### src/rtl/pc_unit_pkg.sv
// Shared fetch-stage types: flag word, instruction layout, branch condition codes
// and the condition evaluator used by the program-counter unit.
package pc_unit_pkg;

  typedef struct packed {
    logic z;
    logic s;
    logic o;
    logic c;
  } csr_t;

  // op[3:1] == 3'b010 marks a branch; {op[0], cc[2:0]} is its condition code.
  typedef struct packed {
    logic [3:0]  op;
    logic [3:0]  cc;
    logic        imm_valid;
    logic [22:0] body;
  } instr_t;

  typedef enum logic [3:0] {
    COND_AL   = 4'h0,
    COND_Z    = 4'h1,
    COND_NZ   = 4'h2,
    COND_GE   = 4'h3,
    COND_ZLT  = 4'h4,
    COND_GT   = 4'h5,
    COND_LT   = 4'h6,
    COND_V    = 4'h7,
    COND_BUSY = 4'h8,
    COND_MI   = 4'h9,
    COND_PL   = 4'hA,
    COND_NC   = 4'hB,
    COND_LS   = 4'hC,
    COND_HI   = 4'hD,
    COND_CS   = 4'hE,
    COND_NV   = 4'hF
  } cond_t;

  function automatic logic cond_eval(cond_t code, csr_t f, logic busy);
    logic ok;
    case (code)
      COND_AL:   ok = 1'b1;
      COND_Z:    ok = f.z;
      COND_NZ:   ok = !f.z;
      COND_GE:   ok = f.s ~^ f.o;
      COND_ZLT:  ok = f.z & (f.s ^ f.o);
      COND_GT:   ok = !f.z & (f.s ~^ f.o);
      COND_LT:   ok = f.s ^ f.o;
      COND_V:    ok = f.o;
      COND_BUSY: ok = busy;
      COND_MI:   ok = f.s;
      COND_PL:   ok = !f.s;
      COND_NC:   ok = !f.c;
      COND_LS:   ok = f.z | f.c;
      COND_HI:   ok = !(f.z | f.c);
      COND_CS:   ok = f.c;
      COND_NV:   ok = !f.o;
      default:   ok = 1'b0;
    endcase
    return ok;
  endfunction

  function automatic logic is_branch(instr_t ins);
    return ins.op ==? 4'b010?;
  endfunction

endpackage

### src/rtl/pc_unit_if.sv
// Fetch/decode bundle between the core and the program-counter unit.
interface pc_unit_if #(parameter int ADDR_W = 16);
  import pc_unit_pkg::*;

  logic              advance;
  instr_t            instruction;
  csr_t              csr;
  logic [ADDR_W-1:0] src2;
  logic              busy;
  logic              call;
  logic              ret;
  logic              flush;
  logic [ADDR_W-1:0] flush_target;
  logic [ADDR_W-1:0] pc0;
  logic [ADDR_W-1:0] pc1;
  logic              taken;
  logic              ras_overflow;
  logic              ras_underflow;

  modport master (
    output advance, instruction, csr, src2, busy, call, ret, flush, flush_target,
    input  pc0, pc1, taken, ras_overflow, ras_underflow
  );

  modport slave (
    input  advance, instruction, csr, src2, busy, call, ret, flush, flush_target,
    output pc0, pc1, taken, ras_overflow, ras_underflow
  );
endinterface

### src/rtl/pc_unit_ras_stack.sv
// Circular return-address stack: a full stack keeps accepting pushes by
// overwriting its oldest entry; push+pop together replaces the top in place.
module ras_stack #(
  parameter int ADDR_W    = 16,
  parameter int RAS_DEPTH = 8
) (
  input  logic              clk,
  input  logic              rst,
  input  logic              push,
  input  logic              pop,
  input  logic [ADDR_W-1:0] din,
  output logic [ADDR_W-1:0] top,
  output logic              empty,
  output logic              full,
  output logic              overflow_evt
);
  localparam int PTR_W = $clog2(RAS_DEPTH);
  localparam int CNT_W = PTR_W + 1;

  logic [ADDR_W-1:0] mem [RAS_DEPTH];
  logic [PTR_W-1:0]  ptr;
  logic [PTR_W-1:0]  top_idx;
  logic [CNT_W-1:0]  count;
  logic              do_pop;

  assign top_idx      = ptr - PTR_W'(1);
  assign top          = mem[top_idx];
  assign empty        = (count == '0);
  assign full         = (count == CNT_W'(RAS_DEPTH));
  assign do_pop       = pop & !empty;
  assign overflow_evt = push & !do_pop & full;

  always_ff @(posedge clk) begin
    if (rst) begin
      ptr   <= '0;
      count <= '0;
    end else if (push && !do_pop) begin
      ptr <= ptr + PTR_W'(1);
      if (!full) count <= count + CNT_W'(1);
    end else if (do_pop && !push) begin
      ptr   <= top_idx;
      count <= count - CNT_W'(1);
    end
  end

  always_ff @(posedge clk) begin
    if (push && !rst) mem[do_pop ? top_idx : ptr] <= din;
  end
endmodule

### src/rtl/pc_unit.sv
// Registered program-counter pair with branch resolution, return-address stack
// and an exception flush path that overrides normal fetch sequencing.
module pc_unit
  import pc_unit_pkg::*;
#(
  parameter int                ADDR_W       = 16,
  parameter int                RAS_DEPTH    = 8,
  parameter logic [ADDR_W-1:0] RESET_VECTOR = '0
) (
  input logic      clk,
  input logic      rst,
  pc_unit_if.slave bus
);
  instr_t            ins;
  cond_t             code;
  logic              taken;
  logic [ADDR_W-1:0] seq0;
  logic [ADDR_W-1:0] nxt_p0;
  logic              commit;
  logic              push;
  logic              pop;
  logic              underflow_evt;
  logic [ADDR_W-1:0] ras_top;
  logic              ras_empty;
  logic              ras_full;
  logic              overflow_evt;
  logic [ADDR_W-1:0] pc0_p1;
  logic [ADDR_W-1:0] pc1_p1;
  logic              ovf_p1;
  logic              unf_p1;

  assign ins   = bus.instruction;
  assign code  = cond_t'({ins.op[0], ins.cc[2:0]});
  assign taken = is_branch(ins) & cond_eval(code, bus.csr, bus.busy);
  assign seq0  = pc1_p1 + ADDR_W'(ins.imm_valid);

  // A flush preempts any RAS activity, so decode side effects need advance without flush.
  assign commit        = bus.advance & !bus.flush;
  assign push          = commit & bus.call & (bus.ret | taken);
  assign pop           = commit & bus.ret & !ras_empty;
  assign underflow_evt = commit & bus.ret & ras_empty;

  ras_stack #(
    .ADDR_W   (ADDR_W),
    .RAS_DEPTH(RAS_DEPTH)
  ) u_ras (
    .clk         (clk),
    .rst         (rst),
    .push        (push),
    .pop         (pop),
    .din         (seq0),
    .top         (ras_top),
    .empty       (ras_empty),
    .full        (ras_full),
    .overflow_evt(overflow_evt)
  );

  // Stage 0: choose the new pc0; pc1 always follows as pc0 + 1.
  always_comb begin
    nxt_p0 = seq0;
    if (bus.flush)                nxt_p0 = bus.flush_target;
    else if (bus.ret && !ras_empty) nxt_p0 = ras_top;
    else if (bus.ret)             nxt_p0 = seq0;
    else if (taken)               nxt_p0 = bus.src2;
  end

  // Stage 1: committed pointer pair and sticky stack flags.
  always_ff @(posedge clk) begin
    if (rst) begin
      pc0_p1 <= RESET_VECTOR;
      pc1_p1 <= RESET_VECTOR + ADDR_W'(1);
      ovf_p1 <= 1'b0;
      unf_p1 <= 1'b0;
    end else begin
      if (bus.flush || bus.advance) begin
        pc0_p1 <= nxt_p0;
        pc1_p1 <= nxt_p0 + ADDR_W'(1);
      end
      if (overflow_evt)  ovf_p1 <= 1'b1;
      if (underflow_evt) unf_p1 <= 1'b1;
    end
  end

  assign bus.pc0           = pc0_p1;
  assign bus.pc1           = pc1_p1;
  assign bus.taken         = taken;
  assign bus.ras_overflow  = ovf_p1;
  assign bus.ras_underflow = unf_p1;
endmodule

### src/flat_wrapper.sv
// flat-port wrapper written by rule: the top's interface ports become plain ports
module pc_unit_flat import pc_unit_pkg::*;
#(
  parameter int                ADDR_W       = 16,
  parameter int                RAS_DEPTH    = 8,
  parameter logic [ADDR_W-1:0] RESET_VECTOR = '0
)
  (clk, rst, bus_advance, bus_instruction, bus_csr, bus_src2, bus_busy, bus_call, bus_ret, bus_flush, bus_flush_target, bus_pc0, bus_pc1, bus_taken, bus_ras_overflow, bus_ras_underflow);
  pc_unit_if #(.ADDR_W(ADDR_W)) bus_i ();
  input logic clk;
  input logic rst;
  input wire logic [$bits(bus_i.advance)-1:0] bus_advance;
  input wire logic [$bits(bus_i.instruction)-1:0] bus_instruction;
  input wire logic [$bits(bus_i.csr)-1:0] bus_csr;
  input wire logic [$bits(bus_i.src2)-1:0] bus_src2;
  input wire logic [$bits(bus_i.busy)-1:0] bus_busy;
  input wire logic [$bits(bus_i.call)-1:0] bus_call;
  input wire logic [$bits(bus_i.ret)-1:0] bus_ret;
  input wire logic [$bits(bus_i.flush)-1:0] bus_flush;
  input wire logic [$bits(bus_i.flush_target)-1:0] bus_flush_target;
  output wire logic [$bits(bus_i.pc0)-1:0] bus_pc0;
  output wire logic [$bits(bus_i.pc1)-1:0] bus_pc1;
  output wire logic [$bits(bus_i.taken)-1:0] bus_taken;
  output wire logic [$bits(bus_i.ras_overflow)-1:0] bus_ras_overflow;
  output wire logic [$bits(bus_i.ras_underflow)-1:0] bus_ras_underflow;
  assign bus_i.advance = bus_advance;
  assign bus_i.instruction = bus_instruction;
  assign bus_i.csr = bus_csr;
  assign bus_i.src2 = bus_src2;
  assign bus_i.busy = bus_busy;
  assign bus_i.call = bus_call;
  assign bus_i.ret = bus_ret;
  assign bus_i.flush = bus_flush;
  assign bus_i.flush_target = bus_flush_target;
  assign bus_pc0 = bus_i.pc0;
  assign bus_pc1 = bus_i.pc1;
  assign bus_taken = bus_i.taken;
  assign bus_ras_overflow = bus_i.ras_overflow;
  assign bus_ras_underflow = bus_i.ras_underflow;
  pc_unit #(.ADDR_W(ADDR_W), .RAS_DEPTH(RAS_DEPTH), .RESET_VECTOR(RESET_VECTOR)) u_core (.clk(clk), .rst(rst), .bus(bus_i));
endmodule
### config.mk
export PLATFORM = sky130hd
export DESIGN_NAME = pc_unit_flat
export DESIGN_NICKNAME = d
export VERILOG_FILES = /design/src/rtl/pc_unit_pkg.sv /design/src/rtl/pc_unit_if.sv /design/src/rtl/pc_unit_ras_stack.sv /design/src/rtl/pc_unit.sv /design/src/flat_wrapper.sv
export SDC_FILE = /design/constraint.sdc
export NUM_CORES = 1
export LEC_CHECK = 0
export BUFFER_PORTS_ARGS = -buffer_cell sky130_fd_sc_hd__buf_2
export CORE_AREA = 2 2 155 157
export CTS_CLUSTER_SIZE = 16
export DETAILED_ROUTE_END_ITERATION = 12
export DIE_AREA = 0 0 157 159
export PLACE_DENSITY = 0.61
export SLEW_MARGIN = 20
export SYNTH_ARGS = -nofsm -noshare
export SYNTH_HDL_FRONTEND = slang
export SYNTH_SLANG_ARGS = --single-unit
### constraint.sdc
create_clock -name clk -period 5.8 [get_ports clk]
set_input_delay 0.58 -clock clk [delete_from_list [all_inputs] [get_ports clk]]
set_output_delay 0.58 -clock clk [all_outputs]
set_load 0.01 [all_outputs]
# [Word level (Yosys, flattened, before mapping)]
# Memories as Yosys holds them, arrays and structs flattened.
# Cells that the tools add are included.
[totals] reg_bits=41 ramBits=128 in_bits=75 output_inout_bits=35 mem_count=1
[op_classes] add_sub_neg=6 eq_ne=18 muxes=13 bitwise=16 reduce_logical=19
[mem_list] memory="u_core.u_ras.mem" words=8 word_bits=16 read_ports=1 rd_ports_with_merged_regs=0 wr=1 line="pc_unit_ras_stack.sv:20" rtl="logic [ADDR_W-1:0] mem [RAS_DEPTH];"
[op_table] op="16-bit two-way mux" n=4
[op_table] op="4-bit equality test (second input constant)" n=9
[op_table] op="16-bit by 1-bit adder with 16-bit output" n=1
[op_table] op="16-bit by 1-bit adder with 16-bit output (second input constant)" n=1
[op_table] op="4-bit by 3-bit equality test with 1-bit output (second input constant)" n=4
[op_table] op="1-bit one-hot mux with 16 select lines" n=1
[op_table] op="1-bit bitwise AND" n=12
[op_table] op="4-bit two-way mux" n=3
[op_table] op="1-bit logical NOT" n=10
[op_table] op="3-bit two-way mux" n=3
[op_table] op="4-bit by 2-bit equality test with 1-bit output (second input constant)" n=2
[op_table] op="4-bit logical NOT" n=2
[op_table] op="4-bit by 1-bit adder with 4-bit output (second input constant)" n=1
[op_table] op="4-bit by 1-bit equality test with 1-bit output (second input constant)" n=1
[op_table] op="1-bit logical AND" n=4
[op_table] op="4-bit by 1-bit subtractor with 4-bit output (second input constant)" n=1
[op_table] op="3-bit by 1-bit adder with 3-bit output (second input constant)" n=1
[op_table] op="3-bit by 2-bit equality test with 1-bit output (second input constant)" n=1
[op_table] op="3-bit by 1-bit subtractor with 3-bit output (second input constant)" n=1
[op_table] op="1-bit two-way mux" n=2
[op_table] op="2-bit inequality test (second input constant)" n=1
[op_table] op="1-bit OR" n=2
[op_table] op="2-bit AND reduction" n=1
[op_table] op="2-bit nonzero test" n=1
[op_table] op="3 further kinds" n=3

# [Logic depth before layout (Yosys ltp)]
# Gate-level depths: netlist of the first run.
[logic_depth] ltp_word=10 depth_mapped=19 mapped_depth_nobuf=15

# [Modules after synthesis]
# From an unflattened synthesis of the first run, not the netlist that was laid out.
[unflattened] cells_unflattened=607 area_unflattened_um2=8049.0
[modules_own_cells] mod="ras_stack" n_inst=1 cells_per_inst=271 area_each_um2=5475.3 seq_area_each_um2=3983.8
[modules_own_cells] mod="pc_unit" n_inst=1 cells_per_inst=336 area_each_um2=2573.7 seq_area_each_um2=680.7

# [Least setup slack after synthesis of the first run]
# Ideal clock, no wire load.
[synth_timing] path_type="register to register" from="reg u_core.u_ras.ptr[0]" to="reg u_core.pc1_p1[12] (netlist: u_core.bus.pc1[12])" setup_ps=106 arrival_time_ps=4350 t_required_ps=5694 path_slack_ps=1344 stages_incl_launch_ff=20 path_buffers=5 cell_sequence="dfxtp_1 > buf_2 > buf_2 > buf_2 > inv_1 > ha_1 > clkbuf_1 > clkbuf_1 > mux4_2 > o22ai_1 > nor2_1 > o21ai_0 > o21a_1 > inv_1 > ha_1 > inv_1 > a221oi_1 > nand4b_1 > or4_1 > o311ai_0"
[synth_via] elab_chain_len=5
[synth_rtl] element="start: declaration" line="pc_unit_ras_stack.sv:21" rtl="logic [PTR_W-1:0] ptr;"
[synth_rtl] element="start signal: assignment" line="pc_unit_ras_stack.sv:38" rtl="ptr <= ptr + PTR_W'(1);"
[synth_rtl] element="start signal: assignment" line="pc_unit_ras_stack.sv:41" rtl="ptr <= top_idx;"
[synth_rtl] element="3-bit by 1-bit subtractor with 3-bit output" line="pc_unit_ras_stack.sv:26" rtl="assign top_idx = ptr - PTR_W'(1);"
[synth_rtl] element="memory read 8 x 16 bit"
[synth_rtl] element="16-bit two-way mux" line="pc_unit.sv:62" rtl="else if (bus.ret && !ras_empty) nxt_p0 = ras_top;"
[synth_rtl] element="16-bit two-way mux" line="pc_unit.sv:61" rtl="if (bus.flush) nxt_p0 = bus.flush_target;"
[synth_rtl] element="net u_core.nxt_p0[1]" line="pc_unit.sv:18" rtl="logic [ADDR_W-1:0] nxt_p0;"
[synth_rtl] element="16-bit by 1-bit adder with 16-bit output" line="pc_unit.sv:77" rtl="pc1_p1 <= nxt_p0 + ADDR_W'(1);"
[synth_rtl] element="end signal: assignment" line="pc_unit.sv:71" rtl="pc1_p1 <= RESET_VECTOR + ADDR_W'(1);"
[synth_rtl] element="end signal: assignment" line="pc_unit.sv:77"
[synth_rtl] element="end: declaration" line="pc_unit.sv:28" rtl="logic [ADDR_W-1:0] pc1_p1;"
# The timed path passes the listed nets, and every way through them passes these cells.
# A chain may end at the register's enable or synchronous reset.

# [Worst setup path in the final report of the first run]
[layout_timing] from="reg u_core.u_ras.ptr[1]" to="reg u_core.pc1_p1[10] (netlist: u_core.bus.pc1[10])"
[layout_via] elab_chain_len=5
[layout_rtl] element="3-bit by 1-bit subtractor with 3-bit output" line="pc_unit_ras_stack.sv:26"
[layout_rtl] element="memory read 8 x 16 bit"
[layout_rtl] element="16-bit two-way mux" line="pc_unit.sv:62"
[layout_rtl] element="16-bit two-way mux" line="pc_unit.sv:61"
[layout_rtl] element="16-bit by 1-bit adder with 16-bit output" line="pc_unit.sv:77"
# Every way passes these cells.

==> key figures, run 1 <==
Status
  • Status: finished, final reports clean

Setup path
  • Crit path cell chain: inv_1 -> ha_1 -> buf_4 -> mux4_2 -> o221ai_1 -> nor2_1 -> mux2i_1 -> a221oi_1 -> nand4b_1 -> or4b_1 -> o311ai_0
  • Worst Path Buf+Inv: 2
  • Crit-path max cell delay: between 0.6 and 0.7 ns
  • Reg2Reg Capture Point: u_core.bus.pc1[10]$_SDFFE_PP0P_
  • Crit-path max FO: 30
  • Delay-heaviest family, CP: simple AND/OR/NAND/NOR gates
  • CP Launch Type: flip-flop
  • Nature of the critical path endpoint: flip-flop
  • Reg2reg path depth: 11
  • Reg2reg start: u_core.u_ras.ptr[1]$_SDFFE_PP0P_
  • Critical path's slowest cell: a221oi_1
  • CP Class: flip-flop to flip-flop
  • Worst EP required: 6.12 ns
  • Worst R2R Setup Slack: roughly 1.6 ns
  • Crit path DAT: 4.56 ns

Synth
  • Mapped Avg Cell Area: 12.92 µm²
  • Post-synth top cells: edfxtp_1, nor2_1, dfxtp_1
  • Count of flip-flops with a built-in enable after synthesis: around 130
  • Post-Syn Instances: between 600 and 700
  • Top-count cell post-synth: edfxtp_1
  • Area of the mapped netlist: 7995 µm²
  • Cell taking the most area after synthesis: edfxtp_1
  • Syn_nets: approximately 700
  • Yosys warns: 0
  • Top_reg_cell synth: edfxtp_1
  • Yosys cell types: 70
  • Fraction of registers with async set/reset: 0%
  • Synth area leaders: edfxtp_1, dfxtp_1, mux4_2
  • Seq/Total Area, Yosys: approximately 58%
  • Share of the synthesized area in the top cell type: 48.08%
  • #FFs+latches synth: about 170

Die
  • Row count: between 50 and 60
  • DIE AREA: between 20000 and 25000 µm²
  • Die Span Y: roughly 160 µm
  • Die X: around 160 µm
  • Initial core utilization: 34.47%
  • Core Area: between 20000 and 25000 µm²
  • Io pins: 110

Clock network
  • Clk slew on worst S/H paths: roughly 0.07 ns
  • Clock Latency Late Sink: roughly 0.44 ns
  • CTS tree: done
  • Max clock buf depth: 2
  • Total CTS buffers: 17
  • Post-CTS Repair Setup Buffers: 0
  • Hold-fix buffers, CTS: 0
  • Cts repair resizes: 0
  • CTS Root Buffer Type: clkbuf_16
  • CTS sink count: ~170
  • CTS H-Tree Depth: 4

Placement
  • Dpl cells: 1006
  • PortBufs: 85
  • Area after DPL: 8780 µm²
  • Placer Congestion: approximately 0.8
  • Hpwl dp: 13.95 mm

Cells and area
  • Post-layout nets: about 790
  • Ant diodes: 0
  • Layout cells sized above 1: around 25%
  • Final Instance Area: about 9400 µm²
  • Post-Layout Cell Count: just over 1000
  • Area grow syn2layout: 17.00%

Drt
  • Routed wire length per instance: around 20 µm
  • DR DRC count: 0
  • Routed wire length: about 21 mm
  • TritonRoute pass-1 iters: 4
  • Antenna-violating nets left: 0
  • Total number of vias: between 5000 and 6000
  • Vias/cell: 5.351
  • Starting DRT DRC Count: between 400 and 500

Min path
  • Hold path start: u_core.bus.ras_overflow$_SDFFE_PP0P_
  • Hold crit path type: flip-flop to flip-flop
  • Worst Hold Path EP: u_core.bus.ras_overflow$_SDFFE_PP0P_
  • Hold Crit Depth: 2

Global route
  • Largest net degree at the start of global routing: between 40 and 50
  • First-pass GRT wire length: about 32 mm
  • GR Overflow Total: 0
  • Initial antenna violation count: 0
  • GRT Total Usage: between 10% and 20%
  • Vias in the first global route: between 5000 and 6000

STA
  • Setup TNS: 0 ns
  • Setup violations, final: 0
  • Fmax: around 0.24 GHz
  • Period utilization: 73.16%
  • Fin. Hold Viols: 0
  • Slew Viols, Final: 0
  • Final Critical Period: ~4.2 ns
  • Worst Max-Slew Pin Slew: slightly below 0.9 ns
  • Hold slack: 0.4454 ns
  • RSZ-0062 raised after global routing: no
  • Skew final: about 0.011 ns
  • Slew margin rel.: approximately two fifths

Power and ir drop
  • Leak Pwr: 3.314 nW
  • Power Density: 311.6 nW/µm²
  • Peak supply drop: 0.1539 mV

Flow run
  • Max Cap Viol: 0
==> how the worst max path moves through the flow <==
stage                                                 from                              end  cells after the start
after floorplan           u_core.u_ras.ptr[0]$_SDFFE_PP0P_  u_core.bus.pc1[12]$_SDFFE_PP0P_                     19
after global placement                 bus_instruction[23]  u_core.bus.pc1[15]$_SDFFE_PP0P_                     12
after detailed placement               bus_instruction[23]  u_core.bus.pc1[15]$_SDFFE_PP0P_                     12
after CTS                 u_core.u_ras.ptr[1]$_SDFFE_PP0P_  u_core.bus.pc1[10]$_SDFFE_PP0P_                     11
after global routing      u_core.u_ras.ptr[1]$_SDFFE_PP0P_  u_core.bus.pc1[12]$_SDFFE_PP0P_                     11
final                     u_core.u_ras.ptr[1]$_SDFFE_PP0P_  u_core.bus.pc1[10]$_SDFFE_PP0P_                     11
==> flip-flops by register name, indices dropped and copies added (netlist names) <==
signal                    count
u_core.bus.pc0               16
u_core.bus.ras_overflow       1
u_core.u_ras.ptr              3
u_core.u_ras.mem            128
u_core.bus.ras_underflow      1
u_core.u_ras.count            4
u_core.bus.pc1               16
==> final cells by class <==
cell class / count / area (µm²)
tap: 319 / 399.1
sequential: 169 / 4666
inverter: 25 / 93.84
multi-input combinational: 394 / 3090
clock inverter: 15 / 148.9
timing repair buffer: 99 / 530.5
fill: 2194 / 13840
clock buffer: 17 / 425.4
==> worst min-delay path, delay by kind of cell, from the launching register on <==
family / cells / cell delay [ns]
buf+inv: 1 / 0.05
flops: 1 / 0.31
compound gates: 1 / 0.05
==> stage by stage <==
stage          power, mW  util [%]  setup slack (ns)
2_1_floorplan      1.690         -             1.344
3_3_place_gp       1.831     37.86             1.551
3_5_place_dp       1.836     37.86             1.488
4_1_cts            2.931     40.33             1.624
5_1_grt            3.027     40.33             1.267
6_report           2.914     40.33             1.557
==> layout by cell type (no fill, tap or decap), types with 3 or more instances in the layout <==
| cell | count |
|---|---|
| nor2b_1 | 9 |
| and2_1 | 4 |
| xnor2_1 | 19 |
| o211ai_1 | 6 |
| o311ai_0 | 4 |
| nand3b_1 | 8 |
| nand3_1 | 13 |
| buf_4 | 14 |
| edfxtp_1 | 128 |
| o22ai_1 | 3 |
| a21oi_1 | 23 |
| o31ai_1 | 4 |
| a31oi_1 | 5 |
| a2bb2oi_1 | 5 |
| a211oi_1 | 10 |
| a221oi_1 | 3 |
| o21ai_0 | 9 |
| xor2_1 | 10 |
| buf_2 | 85 |
| ha_1 | 10 |
| or4_1 | 4 |
| dfxtp_1 | 40 |
| nand2b_1 | 7 |
| a211o_1 | 4 |
| nor4_1 | 5 |
| nor2_1 | 73 |
| nand2_1 | 39 |
| o221ai_1 | 7 |
| mux2i_1 | 13 |
| mux4_2 | 32 |
| clkbuf_16 | 17 |
| or3_1 | 3 |
| nor3_1 | 23 |
| inv_8 | 5 |
| inv_6 | 5 |
| inv_1 | 25 |
==> metal layers <==
layer / track usage (%) / wire [µm]
met1: 25.41 / 9510
met2: 25.34 / 9532
met3: 4.246 / 1553
met4: 3.628 / 138
met5: 0 / 0
==> logic make-up (layout without fill, tap and decap cells) <==
| kind of cell | count (synthesis) | in the layout | synth area share [%] |
|---|---|---|---|
| flip-flops | 169 | 169 | 58.34 |
| AO/OA/AOI/OAI | 106 | 106 | 10.69 |
| XOR/XNOR | 29 | 29 | 3.177 |
| buffers and inverters | 56 | 156 | 3.005 |
| multiplexers | 47 | 47 | 10.92 |
| AND/OR/NAND/NOR | 202 | 202 | 12.30 |
| adder cells (fa/ha/maj) | 10 | 10 | 1.565 |
==> report_power, final <==
part / internal [mW] / switching [mW] / leakage [nW]
Sequential: 1.35 / 0.0317 / 1.51
Clock: 0.574 / 0.531 / 0.278
Combinational: 0.170 / 0.258 / 1.52
Total: 2.09 / 0.821 / 3.31
No activity file was read; power rests on OpenSTA's default activity.
==> run 2: changes to the inputs <==
--- a/config.mk
+++ b/config.mk
@@ -10,7 +10,7 @@
 export CTS_CLUSTER_SIZE = 16
 export DETAILED_ROUTE_END_ITERATION = 12
 export DIE_AREA = 0 0 157 159
-export PLACE_DENSITY = 0.61
+export PLACE_DENSITY = 0.63
 export SLEW_MARGIN = 20
 export SYNTH_ARGS = -nofsm -noshare
 export SYNTH_HDL_FRONTEND = slang
==> constraint.sdc (replaced) <==
create_clock -name clk -period 3.9 [get_ports clk]
set_input_delay 0.39 -clock clk [delete_from_list [all_inputs] [get_ports clk]]
set_output_delay 0.39 -clock clk [all_outputs]
set_load 0.01 [all_outputs]
==> run 2 against run 1 <==
  * Non-clock buffer count increased by 30
  * Routed wire length fell by 0.41%
  * Sequential power up 49%
  * Die area did not move
  * Sequential share of layout area shrank 1.3 points
  * Total power is 50% higher
  * Combinational power is 60% higher
  * Design area increased by 2.7%
  * Via count grew 1.0%
  * Critical path depth up 4
  * Core utilization up 1.1 points
  * Critical endpoint unchanged
  * Largest power group unchanged
  * Highest routed layer unchanged
==> key figures, run 2 (same netlist as run 1, synthesis figures left out) <==
Drt
  • Vias/cell: 5.253 (-1.8%)
  • Antenna-violating nets left: 0 (unchanged)
  • TritonRoute pass-1 iters: 5 (+1)
  • Routed wire length per instance: 19.33 µm (-3.2%)
  • Total number of vias: 5610 (+1.0%)
  • DR DRC count: 0 (unchanged)
  • Starting DRT DRC Count: 492 (+11%)
  • Routed wire length: 20.65 mm (-0.41%)

Setup path
  • Crit path DAT: 3.95 ns (-0.61 ns)
  • Most Frequent Cell on Critical Path: inv_1
  • Crit path cell chain: inv_1 -> ha_1 -> buf_6 -> mux4_2 -> mux2i_1 -> o21ai_0 -> a21oi_1 -> o2bb2ai_1 -> inv_1 -> ha_1 -> inv_1 -> a221oi_2 -> nand4b_1 -> or4b_1 -> o311ai_0
  • Reg2reg start: u_core.u_ras.ptr[1]$_SDFFE_PP0P_
  • Worst EP required: 4.22 ns (-1.90 ns)
  • Worst Setup SP: u_core.u_ras.ptr[1]$_SDFFE_PP0P_
  • Reg2reg path depth: 15 (+4)
  • Crit-path max FO: 19 (-37%)
  • CP Launch Type: flip-flop
  • CP Class: flip-flop to flip-flop
  • Worst R2R Setup Slack: 0.27 ns (-1.29 ns)
  • Reg2Reg Capture Point: u_core.bus.pc1[10]$_SDFFE_PP0P_
  • Crit-path max cell delay: 0.58 ns (-0.06 ns)
  • Nature of the critical path endpoint: flip-flop
  • Critical path's slowest cell: or4b_1
  • Crit path to: u_core.bus.pc1[10]$_SDFFE_PP0P_

STA
  • Slew margin rel.: 40.00% (-1.1 points)
  • Slew Viols, Final: 0 (unchanged)
  • Period utilization: 93.20% (+20 points)
  • Setup violations, final: 0 (unchanged)
  • Fin. Hold Viols: 0 (unchanged)
  • Final Critical Period: 3.635 ns (-0.6082 ns)
  • Worst setup margin: 0.2652 ns (-1.292 ns)
  • Setup TNS: 0 ns (unchanged)
  • Worst Max-Slew Pin Slew: 0.9000 ns (+0.01963 ns)
  • Fmax: 0.2751 GHz (+17%)
  • RSZ-0062 raised after global routing: no
  • Skew final: 0.01165 ns (+0.0001997 ns)

Clock network
  • Clock Latency Late Sink: 0.43 ns (about the same)
  • CTS tree: done
  • Max clock buf depth: 2 (unchanged)
  • CTS H-Tree Depth: 4 (unchanged)
  • Clk slew on worst S/H paths: 0.07 ns (about the same)
  • Total CTS buffers: 17 (unchanged)
  • Post-CTS Repair Setup Buffers: 0 (unchanged)
  • CTS sink count: 169 (unchanged)
  • CTS Root Buffer Type: clkbuf_16

Cells and area
  • Commonest non-fill, non-tap cell in the layout: edfxtp_1
  • Area grow syn2layout: 20.14%
  • Layout cells sized above 1: 28.30% (+3.1 points)
  • Largest Register: u_core.u_ras.mem
  • Ant diodes: 0 (unchanged)
  • Post-Layout Cell Count: 1068 (+2.9%)
  • Number of flip-flops in the largest register: 128 (unchanged)
  • Commonest non-fill, non-tap cells in the layout: edfxtp_1, buf_2, nor2_1
  • Post-layout nets: 821 (+3.8%)
  • Fill cell count: 2185 (-0.41%)

Min path
  • Hold crit path type: primary input to flip-flop

Die
  • DIE AREA: 24960 µm² (unchanged)
  • Initial core utilization: 34.47% (unchanged)
  • Io pins: 110 (unchanged)
  • Row count: 56 (unchanged)
  • Core Area: 23190 µm² (unchanged)
  • Die Span Y: 159 µm (unchanged)
  • Die X: 157 µm (unchanged)

Global route
  • GRT Total Usage: 16.86% (-0.24 points)
  • Initial antenna violation count: 0 (unchanged)
  • Vias in the first global route: 5404 (+1.0%)
  • GR Overflow Total: 0 (unchanged)
  • Largest net degree at the start of global routing: 49 (unchanged)
  • First-pass GRT wire length: 31.54 mm (-1.8%)

Placement
  • Dpl cells: 1036 (+3.0%)
  • Placer Congestion: 0.8018 (-1.7%)
  • PortBufs: 85 (unchanged)
  • Hpwl dp: 14.37 mm (+3.0%)
  • DP Worst Slack: 0.1734 ns (-1.315 ns)

Power and ir drop
  • Peak supply drop: 0.2467 mV (+60%)
  • Power Density: 454.0 nW/µm² (+46%)
  • Leak Pwr: 3.462 nW (+4.5%)

Status
  • Status: finished, final reports clean

Flow run
  • Max Cap Viol: 0 (unchanged)
[run 2: worst max-delay path, delay by kind of cell, from the launching register on]
family / cells / cell delay [ns]
multiplexers: 2 / 0.33
flip-flops: 1 / 0.40
AND/OR/NAND/NOR: 2 / 0.87
adder cells (fa/ha/maj): 2 / 0.51
buffers and inverters: 4 / 0.46
AO/OA/AOI/OAI: 5 / 0.94
[run 2: through the flow]
step / hold slack [ns] / util (%) / total power [mW] / cell area, µm²
global route: 0.3887 / 41.42 / 4.526 / 9605
floorplan: 0.4696 / - / 2.517 / 8009
detailed placement: 0.4340 / 38.96 / 2.773 / 9036
CTS: 0.3475 / 41.40 / 4.386 / 9600
global placement: 0.4339 / 38.96 / 2.766 / 9036
finish: 0.3538 / 41.42 / 4.361 / 9605
[run 2: worst min path at each step]
stage                                          from                                     to  slack, ns  depth (start not counted)
2_1_floorplan  u_core.bus.ras_overflow$_SDFFE_PP0P_   u_core.bus.ras_overflow$_SDFFE_PP0P_       0.47                          2
3_3_place_gp   u_core.bus.ras_overflow$_SDFFE_PP0P_   u_core.bus.ras_overflow$_SDFFE_PP0P_       0.43                          2
3_5_place_dp   u_core.bus.ras_overflow$_SDFFE_PP0P_   u_core.bus.ras_overflow$_SDFFE_PP0P_       0.43                          2
4_1_cts                                     bus_ret  u_core.bus.ras_underflow$_SDFFE_PP0P_       0.35                          3
5_1_grt                                     bus_ret  u_core.bus.ras_underflow$_SDFFE_PP0P_       0.39                          3
6_report                                    bus_ret  u_core.bus.ras_underflow$_SDFFE_PP0P_       0.35                          3
[run 2: metal layers]
| layer | vias to the layer above | track usage, % | routed length [µm] |
|---|---|---|---|
| li1 | 2603 | - | - |
| met1 | 2788 | 24.06 | 9276 |
| met2 | 205 | 25.90 | 9600 |
| met3 | 14 | 4.355 | 1586 |
| met4 | 0 | 3.795 | 184 |
| met5 | - | 0 | 0 |
[run 2: cell type report]
cell class	count	area, µm²	area share, %
clock buffer	19	432.9	4.507
multi-input combinational	394	3097	32.24
tap	319	399.1	4.155
sequential	169	4667	48.59
inverter	25	93.84	0.9769
clock inverter	13	131.4	1.368
timing repair buffer	129	784.5	8.167
[run 2: timing repair]
action / CTS / global route
hold buffers: 0 / 0
setup endpoints to repair: 0 / 4
gates resized for setup: 0 / 2
[run 2: power breakdown]
part	total [mW]	switching, mW	internal, mW	leakage, nW
logic	0.686	0.396	0.290	1.67
clock network	1.62	0.727	0.896	0.273
registers	2.05	0.0440	2.01	1.51
total	4.36	1.17	3.19	3.46
==> run 3: changes to the inputs <==
--- a/config.mk
+++ b/config.mk
@@ -5,11 +5,12 @@
 export SDC_FILE = /design/constraint.sdc
 export NUM_CORES = 1
 export LEC_CHECK = 0
+export ABC_AREA = 1
 export BUFFER_PORTS_ARGS = -buffer_cell sky130_fd_sc_hd__buf_2
-export CORE_AREA = 2 2 155 157
+export CORE_AREA = 2 2 158 160
 export CTS_CLUSTER_SIZE = 16
 export DETAILED_ROUTE_END_ITERATION = 12
-export DIE_AREA = 0 0 157 159
+export DIE_AREA = 0 0 160 162
 export PLACE_DENSITY = 0.63
 export SLEW_MARGIN = 20
 export SYNTH_ARGS = -nofsm -noshare
==> run 3 against run 2 <==
  * Area after synthesis is 5.1% higher
  * Register-to-register slack better by 0.48 ns
  * Count of clock-buffer cells in the layout is 3 higher
  * Non-clock buffer count is 15 lower
  * Sequential share of layout area is 0.97 points lower
  * Setup slack better by 0.48 ns
  * Global-route usage is 0.51 points higher
  * Largest power group unchanged
  * Via count is 20% higher
  * Routed wire length is 6.3% higher
  * Worst hold slack worse by 0.049 ns
  * Critical path type unchanged
  * First-iteration DRC count is 10% higher
  * Total power is 0.71% higher
==> key figures, run 3 <==
Clock network
  • CTS tree: done
  • CTS H-Tree Depth: 4 (unchanged)
  • Clk slew on worst S/H paths: 0.06 ns (about the same)
  • Hold-fix buffers, CTS: 0 (unchanged)
  • Cts repair resizes: 0 (unchanged)
  • Post-CTS Repair Setup Buffers: 0 (unchanged)
  • Total CTS buffers: 17 (unchanged)
  • CTS sink count: 169 (unchanged)
  • Max clock buf depth: 2 (unchanged)
  • CTS Root Buffer Type: clkbuf_16
  • Clock Latency Late Sink: 0.42 ns (about the same)

Synth
  • Yosys cell types: 39 (-44%)
  • Count of flip-flops with a built-in enable after synthesis: 128 (unchanged)
  • Share of the synthesized area in the top cell type: 45.76% (-2.3 points)
  • Post-synth top cells: nand2_1, edfxtp_1, inv_1
  • Mapped Avg Cell Area: 8.888 µm² (-31%)
  • Cell taking the most area after synthesis: edfxtp_1
  • Synth area leaders: edfxtp_1, dfxtp_1, nand2_1
  • Top-count cell post-synth: nand2_1
  • Top_reg_cell synth: edfxtp_1
  • Area of the mapped netlist: 8399 µm² (+5.1%)
  • Syn_nets: 1030 (+46%)
  • Post-Syn Instances: 945 (+53%)
  • Yosys warns: 0 (unchanged)
  • #FFs+latches synth: 169 (unchanged)
  • Seq/Total Area, Yosys: 55.53% (-2.8 points)
  • Fraction of registers with async set/reset: 0% (unchanged)

Placement
  • PortBufs: 85 (unchanged)
  • Hpwl dp: 15.21 mm (+5.8%)
  • DP Worst Slack: 0.6099 ns (+0.4365 ns)
  • Placer Congestion: 0.8770 (+9.4%)
  • Dpl cells: 1339 (+29%)

Cells and area
  • Post-Layout Cell Count: 1370 (+28%)
  • Post-layout nets: 1119 (+36%)
  • Ant diodes: 0 (unchanged)
  • Commonest non-fill, non-tap cells in the layout: nand2_1, edfxtp_1, inv_1
  • Number of flip-flops in the largest register: 128 (unchanged)
  • Layout cells sized above 1: 16.92% (-11 points)
  • Core Util, Final: 40.65% (-0.76 points)
  • Commonest non-fill, non-tap cell in the layout: nand2_1
  • Largest Register: u_core.u_ras.mem
  • Area grow syn2layout: 16.67%

Die
  • DIE AREA: 25920 µm² (+3.8%)
  • Core Area: 24110 µm² (+3.9%)
  • Die X: 160 µm (+1.9%)
  • Row count: 57 (+1.8%)
  • Io pins: 110 (unchanged)
  • Die Span Y: 162 µm (+1.9%)
  • Initial core utilization: 34.84% (+0.37 points)

Power and ir drop
  • P_int: 3.192 mW (about the same)
  • Leak Pwr: 4.248 nW (+23%)
  • Peak supply drop: 0.2801 mV (+14%)
  • Comb pwr share: 17.4% (+1.7 points)
  • Clock share of power: 36.1% (-1.1 points)
  • Sequential share of power: 46.5% (-0.5 points)
  • Sw Pwr: 1.200 mW (+2.8%)
  • Power Density: 448.2 nW/µm² (-1.3%)
  • Sw Share: 27.32% (+0.56 points)

Global route
  • GRT Total Usage: 17.37% (+0.51 points)
  • Largest net degree at the start of global routing: 83 (+69%)
  • Vias in the first global route: 6540 (+21%)
  • GR Overflow Total: 0 (unchanged)
  • Initial antenna violation count: 0 (unchanged)
  • First-pass GRT wire length: 35.00 mm (+11%)

Setup path
  • Reg2reg path depth: 18 (+3)
  • Crit path DAT: 3.47 ns (-0.48 ns)
  • Nature of the critical path endpoint: flip-flop
  • Crit-path max FO: 36 (+17)
  • CP Class: flip-flop to flip-flop
  • Worst EP required: 4.21 ns (about the same)
  • CP Launch Type: flip-flop

Drt
  • Vias/cell: 4.916 (-6.4%)
  • Routed wire length per instance: 16.02 µm (-17%)
  • Routed wire length: 21.95 mm (+6.3%)
  • Total number of vias: 6735 (+20%)
  • TritonRoute pass-1 iters: 5 (unchanged)
  • Starting DRT DRC Count: 541 (+10%)
  • Antenna-violating nets left: 0 (unchanged)
  • DR DRC count: 0 (unchanged)

Min path
  • Hold crit path type: primary input to flip-flop
  • Hold Crit Depth: 3 (unchanged)

Flow run
  • Max Cap Viol: 0 (unchanged)

STA
  • Setup TNS: 0 ns (unchanged)
  • Slew margin rel.: 41.92% (+1.9 points)
  • Skew final: 0.01065 ns (-0.0009946 ns)
  • Slew Viols, Final: 0 (unchanged)
  • Worst Max-Slew Pin Slew: 0.8712 ns (-0.02882 ns)
  • Fin. Hold Viols: 0 (unchanged)
  • Setup violations, final: 0 (unchanged)
  • Worst setup margin: 0.7417 ns (+0.4765 ns)
  • Period utilization: 80.98% (-12 points)
  • Fmax: 0.3166 GHz (+15%)
  • RSZ-0062 raised after global routing: no
  • Final Critical Period: 3.158 ns (-0.4765 ns)

Status
  • Status: finished, final reports clean
## run 3: cell types whose count changed after synthesis, moves of 18 or more
cell	before	now
o21ai_0	9	53
inv_1	25	116
nor3_1	23	5
nand4_1	2	24
a21oi_1	23	62
mux4_2	32	0
nand2_1	39	212
nand3_1	13	82
## run 3: through the flow
step                      hold slack (ns)  power, mW  area, µm²
final                              0.3046      4.392       9799
after global placement             0.4408      2.830       9254
after floorplan                    0.4441      2.578       8399
after CTS                          0.2979      4.412       9799
after detailed placement           0.4454      2.843       9254
after global routing               0.3349      4.581       9799
## run 3: per-layer routing
layer	track usage, %	wire [µm]	up-vias
met5	0	0	-
met4	5.405	370	0
met3	3.294	1281	26
met2	29.87	10670	200
met1	22.28	9620	3151
li1	-	-	3358
## run 3: path summary, 6_finish.rpt
check	startpoint	endpoint	slack, ns
worst min register to register	u_core.bus.ras_overflow$_SDFFE_PP0P_	u_core.bus.ras_overflow$_SDFFE_PP0P_	0.45
worst max register to register	u_core.u_ras.ptr[1]$_SDFFE_PP0P_	u_core.bus.pc1[14]$_SDFFE_PP0P_	0.74
worst max-delay path	u_core.u_ras.ptr[1]$_SDFFE_PP0P_	u_core.bus.pc1[14]$_SDFFE_PP0P_	0.74
worst min-delay path	bus_ret	u_core.bus.ras_underflow$_SDFFE_PP0P_	0.30
## run 3: power by group through the flow
stage,clock network (mW),registers [mW],logic [mW]
global placement,0,2.08,0.751
global route,1.67,2.05,0.858
CTS,1.60,2.04,0.766
finish,1.59,2.04,0.764
detailed placement,0,2.08,0.762
floorplan,0,2.09,0.488
## run 3: cell type report
cell class	instances	area [µm²]
fillers	2483	14310
flip-flops and latches	169	4666
multi-input cells	609	3078
repair buffers	114	643.1
inverters	123	461.7
clock buffers	22	444.2
well taps	324	405.4
clock inverters	9	101.3
## run 3: logic make-up after synthesis
kind of cell	count (synthesis)	synth area share (%)
xor gates and xnor gates	21	2.190
and+or+nand+nor	422	22.39
AOI/OAI and AO/OA	156	10.49
adders and majority gates	10	1.490
buffers and inverters	167	7.910
DFF	169	55.53
## run 3: worst max-delay path, cell delays in order, from the launching register on
cell and delay (ns):
dfxtp_1 0.33, inv_1 0.07, ha_1 0.29, buf_4 0.38, o21ai_0 0.16, o211ai_1 0.20, o211ai_1 0.14, nand2_1 0.11
nand3b_2 0.14, nand2_2 0.08, inv_2 0.09, ha_1 0.24, inv_1 0.10, nor2_4 0.21, nand2_1 0.11, nor2_2 0.15
nand4_1 0.09, nand2_1 0.09, nor2_1 0.04
